<file path="config.mk">
export PLATFORM = sky130hd
export DESIGN_NAME = layer_output_sequencer
export DESIGN_NICKNAME = d
export VERILOG_FILES = /design/src/rtl/layer_output_sequencer.sv
export SDC_FILE = /design/constraint.sdc
export NUM_CORES = 1
export LEC_CHECK = 0
export CAP_MARGIN = 25
export CORE_MARGIN = 5
export CORE_UTILIZATION = 45
export DETAILED_ROUTE_END_ITERATION = 7
export PLACE_DENSITY = 0.77
export SETUP_SLACK_MARGIN = 0.15
export SLEW_MARGIN = 40
export SYNTH_ARGS = -nofsm -noshare
export SYNTH_HDL_FRONTEND = slang
export SYNTH_SLANG_ARGS = --single-unit
</file>
<file path="constraint.sdc">
create_clock -name clk -period 2.1 [get_ports clk]
set_clock_uncertainty 0.15 [all_clocks]
set_input_delay 0.42 -clock clk [delete_from_list [all_inputs] [get_ports clk]]
set_output_delay 0.42 -clock clk [all_outputs]
set_load 0.01 [all_outputs]
</file>
<file path="src/rtl/layer_output_sequencer.sv">
// Captures one word per upstream neuron, then replays them in index order on a ready/valid stream.
// Optional ARGMAX_EN build adds a signed running-max tracker that reports the winning index.
module layer_output_sequencer #(
  parameter  int no_neuron  = 10,
  parameter  int data_width = 16,
  localparam int IDX_W      = $clog2(no_neuron)
) (
  input  logic                            clk,
  input  logic                            rst,
  input  logic [no_neuron-1:0]            valid_output,
  input  logic [no_neuron*data_width-1:0] neuron_out,
  output logic [data_width-1:0]           out_data,
  output logic                            out_valid,
  input  logic                            out_ready,
  output logic                            out_last,
  output logic                            busy,
  output logic                            overrun,
  output logic [IDX_W-1:0]                class_idx,
  output logic                            class_valid
);

  typedef enum logic {COLLECT = 1'b0, SEND = 1'b1} state_t;
  localparam logic [IDX_W-1:0] LAST_IDX = IDX_W'(no_neuron - 1);

  state_t                       state_q, state_d;
  logic [no_neuron-1:0]         mask_q, mask_d;
  logic [IDX_W-1:0]             idx_q, idx_d;
  logic signed [data_width-1:0] cap_q [no_neuron];
  logic signed [data_width-1:0] cap_d [no_neuron];
  logic [data_width-1:0]        out_data_q, out_data_d;
  logic                         out_valid_q, out_valid_d;
  logic                         out_last_q, out_last_d;
  logic                         busy_q, busy_d;
  logic                         overrun_q, overrun_d;

  always_comb begin
    state_d   = state_q;
    mask_d    = mask_q;
    idx_d     = idx_q;
    overrun_d = overrun_q;
    cap_d     = cap_q;
    case (state_q)
      COLLECT: begin
        for (int i = 0; i < no_neuron; i++) begin
          if (valid_output[i]) cap_d[i] = neuron_out[i*data_width +: data_width];
        end
        if (|(valid_output & mask_q)) overrun_d = 1'b1;
        mask_d = mask_q | valid_output;
        if (&mask_d) begin
          state_d = SEND;
          idx_d   = '0;
          mask_d  = '0;
        end
      end
      SEND: begin
        if (|valid_output) overrun_d = 1'b1;
        if (out_ready) begin
          if (idx_q == LAST_IDX) begin
            state_d = COLLECT;
            idx_d   = '0;
          end else begin
            idx_d = idx_q + 1'b1;
          end
        end
      end
      default: ;
    endcase
    // Outputs are precomputed from next-state so they leave the block registered.
    out_valid_d = (state_d == SEND);
    busy_d      = out_valid_d;
    out_last_d  = out_valid_d && (idx_d == LAST_IDX);
    out_data_d  = out_valid_d ? cap_d[idx_d] : '0;
  end

  always_ff @(posedge clk) begin
    if (!rst) begin
      state_q     <= COLLECT;
      mask_q      <= '0;
      idx_q       <= '0;
      out_valid_q <= 1'b0;
      out_last_q  <= 1'b0;
      busy_q      <= 1'b0;
      overrun_q   <= 1'b0;
      out_data_q  <= '0;
    end else begin
      state_q     <= state_d;
      mask_q      <= mask_d;
      idx_q       <= idx_d;
      out_valid_q <= out_valid_d;
      out_last_q  <= out_last_d;
      busy_q      <= busy_d;
      overrun_q   <= overrun_d;
      out_data_q  <= out_data_d;
    end
  end

  always_ff @(posedge clk) begin
    cap_q <= cap_d;
  end

  assign out_data  = out_data_q;
  assign out_valid = out_valid_q;
  assign out_last  = out_last_q;
  assign busy      = busy_q;
  assign overrun   = overrun_q;

`ifdef ARGMAX_EN
  logic signed [data_width-1:0] max_q, max_d, beat_w;
  logic [IDX_W-1:0]             max_idx_q, max_idx_d;
  logic [IDX_W-1:0]             class_idx_q, class_idx_d;
  logic                         class_valid_q, class_valid_d;
  logic                         take;

  always_comb begin
    max_d         = max_q;
    max_idx_d     = max_idx_q;
    class_idx_d   = class_idx_q;
    class_valid_d = 1'b0;
    beat_w        = cap_q[idx_q];
    // Strictly greater keeps the earliest index on ties.
    take          = (idx_q == '0) || (beat_w > max_q);
    if (state_q == SEND && out_ready) begin
      if (take) begin
        max_d     = beat_w;
        max_idx_d = idx_q;
      end
      if (idx_q == LAST_IDX) begin
        class_idx_d   = take ? idx_q : max_idx_q;
        class_valid_d = 1'b1;
      end
    end
  end

  always_ff @(posedge clk) begin
    if (!rst) begin
      class_idx_q   <= '0;
      class_valid_q <= 1'b0;
    end else begin
      class_idx_q   <= class_idx_d;
      class_valid_q <= class_valid_d;
    end
  end

  always_ff @(posedge clk) begin
    max_q     <= max_d;
    max_idx_q <= max_idx_d;
  end

  assign class_idx   = class_idx_q;
  assign class_valid = class_valid_q;
`else
  assign class_idx   = '0;
  assign class_valid = 1'b0;
`endif

endmodule

</file>
==> impl_metrics.csv <==
group,metric,value,unit
worst_setup_path,criticalPathCategory,"reg -> reg",
clock_tree,cts.sinks,193,
synthesis,ys_warn_count,0,
hold_path,hold_depth,1,
timing,slew_violations,0,
timing,fmax,0.442,GHz
routing,vias,6078,
timing,hold_viol_final,0,
worst_setup_path,cp_max_fo,7,
floorplanning,core_area,17400,um2
routing,wl_met3,1.41,mm
synthesis,syn_area,8020,um2
routing,wl,24.0,mm
worst_setup_path,arrival,2.46,ns
grt,grt_pass1_wl,35.3,mm
clock_tree,cts_buffer_depth,2,
clock_tree,cts.clk_slew.worst_paths,0.07,ns
routing,topRoutingLayerUsed,"met4",
clock_tree,cts_tree,"done",
synthesis,synth_xor_area_share,0.218,%
outcome,status,"complete, but fails checks",
synthesis,async_reset_ff_share,0,%
timing,setup-violations-final,16,
floorplanning,die_w,143,um
pwr,power_density,756,nW/um2
synthesis,synthAdderAreaFrac,0,%
clock_tree,insertion_delay,0.44,ns
grt,grt_max_degree,20,
routing,firstDrtPassIters,4,
routing,wl_met1,10.2,mm
worst_setup_path,end_kind,"flop",
routing,drtIter0Drc,317,
floorplanning,fp-row-count,48,
routing,ant_nets,0,
placed_design,place_area,10800,um2
cells_and_area,instances_no_fill,1130,
routing,wl_met2,12.0,mm
cells_and_area,layout-drive-gt1-share,40.8,%
synthesis,muxShareOfSynthArea,33.9,%
synthesis,synth_compound_area_share,9.53,%
timing,fin_crit,2.26,ns
synthesis,ys_ff_latch,193,
grt,grt_usage,22.5,%
clock_tree,htree_levels,4,
clock_tree,root_buffer,"clkbuf_16",
cells_and_area,final_nets,1065,
floorplanning,die_h,143,um
job,maxCapViolCount,0,
worst_setup_path,worstSetupStartpointType,"flop",
floorplanning,die_area,20600,um2
synthesis,ys_seq_area_share,48.2,%
timing,worst_hold_slack,0.325,ns
clock_tree,cts_buffers,17,
placed_design,dp.cells,1086,
worst_setup_path,r2r_cells,7,
synthesis,synth.distinct_cells,50,
worst_setup_path,required,2.30,ns
cells_and_area,syn_to_final_growth,48.1,%
hold_path,hold_class,"reg -> reg",
placed_design,port-buffer-count,192,
pwr,irDropWorstVdd,598,uV
floorplanning,boundaryPins,198,
outcome,failed_checks,"negative setup slack",
routing,avgViaCountPerCell,5.38,
timing,grt_setup_unrepaired,"yes",
synthesis,synth_edf_count,0,
timing,fin_ws,-0.161,ns
floorplanning,start_util,46.0,%
cells_and_area,n_antenna_cell,0,
placed_design,place_ws,-0.882,ns
cells_and_area,final_cell_area,11900,um2
routing,drc,0,
timing,period_share,108,%
routing,wl_per_cell,21.2,um
synthesis,synth_top_flop_cell,"dfxtp_1",
synthesis,synth-simple-area-share,4.24,%
synthesis,synth.avg_cell_area,12.6,um2
worst_setup_path,r2r_slack,-0.16,ns
grt,grt_overflow,0,
pwr,p_leak,0.00460,uW
synthesis,synth_cells,636,
grt,antenna_found_initial,0,
placed_design,place_congestion,0.870,
grt,grt_pass1_vias,6547,
placed_design,dp_hpwl,17.7,mm
synthesis,synth_top_family_by_area,"multiplexers",
per-layer routing:
layer	GRT usage (%)	vias up
met1	28.4	2971
met5	0	-
li1	-	2871
met2	39.3	198
met3	4.46	38
met4	6.29	0
cell type report:
type | count | area [um2]
flip-flops and latches | 193 | 3880
repair buffers | 277 | 2860
multi-input cells | 399 | 4240
clock buffers | 20 | 437
clock inverters | 12 | 158
well taps | 225 | 282
fillers | 1274 | 5540
inverters | 4 | 17.5
metrics by stage:
stage	total power, uW	utilization [%]	TNS, ns
final	8980	68.2	-1.92
after global placement	5640	61.8	-22.42
after global routing	9290	68.2	-3.41
after CTS	9010	66.7	-1.84
after floorplan	5000	-	-1.25
after detailed placement	5700	61.8	-25.45
cell families after synthesis:
group	after synthesis
AND/OR/NAND/NOR	57
AO/OA/AOI/OAI	83
XOR/XNOR	2
flip-flops	193
buffers and inverters	50
other	1
multiplexers	250
synth_stat cells, types with 5 or more instances:
library cell / instances / share of area [%]
or3_1: 15 / 1.2
buf_2: 22 / 1.4
buf_4: 15 / 1.4
dfxtp_1: 193 / 48
nor2b_1: 12 / 0.94
mux2_2: 172 / 24
a221oi_1: 5 / 0.55
o21a_1: 12 / 1.1
a221o_1: 14 / 1.7
nor2_1: 6 / 0.28
mux2i_1: 76 / 9.5
a221oi_2: 11 / 2.1
buf_6: 5 / 0.70
flip-flops by register name (all words and copies together) (netlist names):
register and count:
out_last 1, idx_q 4, overrun 1, busy 1
mask_q 10, cap_q 160, out_data 16
critical path, cell delays in order, from the launching register on:
cell,delay [ns]
dfxtp_2,0.35
o22ai_4,0.09
nor3_4,0.33
buf_6,0.20
a21oi_4,0.08
o211a_4,0.29
or3_4,0.39
a221oi_2,0.29
layout by cell type (no fill, tap or decap), types with 12 or more instances in the layout:
master             n
a221o_1           14
a221oi_2          15
buf_12            13
buf_4             57
clkbuf_16         20
clkdlybuf4s50_1  175
dfxtp_1          183
dlygate4sd2_1     13
mux2_2           162
mux2i_1           70
o21a_1            12
power by group:
part / internal, uW / switching (uW)
clock network: 1880 / 1420
logic: 912 / 604
registers: 4050 / 108
total: 6840 / 2130
timing repair:
action | CTS | global route
endpoints found under the setup margin | 22 | 23
buffers inserted | 3 | 1
pin swaps | 19 | 23
hold buffers | 0 | 0
cloned | 3 | 5
resized for setup | 55 | 36
worst paths after layout:
| check | start | to |
|---|---|---|
| worst min register to register | cap_q[104] | cap_q[104] |
| worst max register to register | mask_q[5] | out_data[1] |
| worst max-delay path | mask_q[5] | out_data[1] |
| worst min-delay path | cap_q[104] | cap_q[104] |
No activity file was read; power rests on OpenSTA's default activity.
==> RTL change: new RTL, same settings <==
`no_neuron`: 10 -> 5.
--- a/src/rtl/layer_output_sequencer.sv
+++ b/src/rtl/layer_output_sequencer.sv
@@ -1,7 +1,7 @@
 // Captures one word per upstream neuron, then replays them in index order on a ready/valid stream.
 // Optional ARGMAX_EN build adds a signed running-max tracker that reports the winning index.
 module layer_output_sequencer #(
-  parameter  int no_neuron  = 10,
+  parameter  int no_neuron  = 5,
   parameter  int data_width = 16,
   localparam int IDX_W      = $clog2(no_neuron)
 ) (
Interface: changed (resized class_idx, neuron_out and valid_output); port bits go from 198 to 112. No check against the original RTL was run, so the function may have changed too.
==> RTL change against the unedited design <==
The flow still finishes with violations (setup timing). Global-route usage down 2.7 points. Synthesized area down 46%. Cell area down 46%. Setup slack better by 0.16 ns. Routed wire length down 50%. Sequential cell count down 86. Power down 44%. Largest cell class unchanged. Highest routed layer unchanged.
==> RTL change: results (changes against the unedited design) <==
[status] run status finished with violations
[status] failing checks setup timing
[timing] Final setup violation count 1 [-15]
[placement] post-detailed-placement cell area 5790 µm² [-46%]
[global_route] met3 layer usage reported by global route 0.0360 [-0.00860]
[detailed_routing] number of DRC markers after the initial detailed-route iteration 212 [-33%]
[placement] Post-Place Worst Slack -0.557 ns [+0.325 ns]
[timing] final setup margin -0.00571 ns [+0.156 ns]
[min_path] worst-case hold path end point cap_q[0]
[clocking] clock tree root driver cell sky130_fd_sc_hd__clkbuf_8
[min_path] startpoint of the most critical hold path cap_q[0]
[critical_path] reg-to-reg critical path endpoint out_data[12]
[critical_path] Max stage delay cell, worst path sky130_fd_sc_hd__dfxtp_4
[global_route] met2 routing resource usage after global routing 0.337 [-0.0563]
[power] IR drop worst, VDD 0.000362 V [-39%]
[global_route] GRT met1 Usage 0.251 [-0.0328]
[placement] number of buffers added on ports 107 [-44%]
[detailed_routing] Total Routed Length 11900 µm [-50%]
[clocking] clock input transition at the sequential cells of the worst setup and hold paths 0.10 ns [+0.03 ns]
[min_path] number of stages on the worst hold path 2 [+1]
[logic_synthesis] part of the Yosys area used for sequential elements 0.497 [+0.0151]
[clocking] later-pin clock latency in the skew report 0.36 ns [-0.08 ns]
[clocking] CTS buffer count 9 [-8]
[detailed_routing] DR vias 3299 [-46%]
[power] leakage power 2.54 nW [-45%]
[layout] max reg flops 80 [-50%]
[logic_synthesis] post-synthesis compound-gate area fraction 0.0900 [-0.00535]
[critical_path] highest fanout seen on the critical path 6 [-1]
[detailed_routing] First-pass DRT Iterations 5 [+1]
[critical_path] R2R Path Start idx_q[0]
[layout] fraction of final layout cells with drive strength greater than 1 0.351 [-0.0570]
[placement] post-detailed-placement half-perimeter wirelength 8430 µm [-52%]
RTL change: report_power, final:
part           leakage (nW)  internal [W]  switching, W
registers             0.898       0.00229     0.0000819
logic                  1.53      0.000687      0.000517
clock network         0.115      0.000717      0.000713
RTL change: through the flow:
step	TNS, ns	total power, W
CTS	0	0.00495
finish	-0.00571	0.00501
global placement	-7.52	0.00341
floorplan	0	0.00298
global route	-0.261	0.00522
detailed placement	-8.72	0.00345
RTL change: how the worst max path moves through the flow:
| stage | start | endpoint | cells after the start |
|---|---|---|---|
| floorplan | valid_output[0] | out_data[10] | 7 |
| global placement | out_ready | out_data[14] | 8 |
| detailed placement | out_ready | out_data[14] | 8 |
| CTS | idx_q[0] | out_data[1] | 8 |
| global route | idx_q[0] | out_data[12] | 8 |
| finish | idx_q[0] | out_data[12] | 8 |
RTL change: repair_timing:
action | 4_1_cts | 5_1_grt
gates resized for setup | 42 | 22
setup buffers | 11 | 2
pin swaps | 6 | 3
endpoints found under the setup margin | 18 | 17
hold buffers | 0 | 0
gates cloned | 2 | 1
RTL change: layer usage:
layer | vias to the layer above | part of all wire
li1 | 1599 | -
met5 | - | 0
met1 | 1567 | 0.42
met4 | 0 | 0.020
met2 | 116 | 0.51
met3 | 17 | 0.051
RTL change: area by class of cell:
class | count | area (µm²)
Fill cell | 666 | 2860
Multi-Input combinational cell | 219 | 2200
Sequential cell | 107 | 2150
Timing Repair Buffer | 154 | 1600
Tap cell | 129 | 161
Clock buffer | 10 | 138
Clock inverter | 6 | 96.3
Inverter | 20 | 77.6
RTL change: cell families (layout without fill, tap and decap cells):
logic type | count (synthesis) | count (layout)
and+or+nand+nor | 66 | 66
buffers and inverters | 47 | 190
DFF | 107 | 107
other | 1 | 4
AOI/OAI and AO/OA | 48 | 48
muxes | 99 | 99
adders and majority gates | 2 | 2
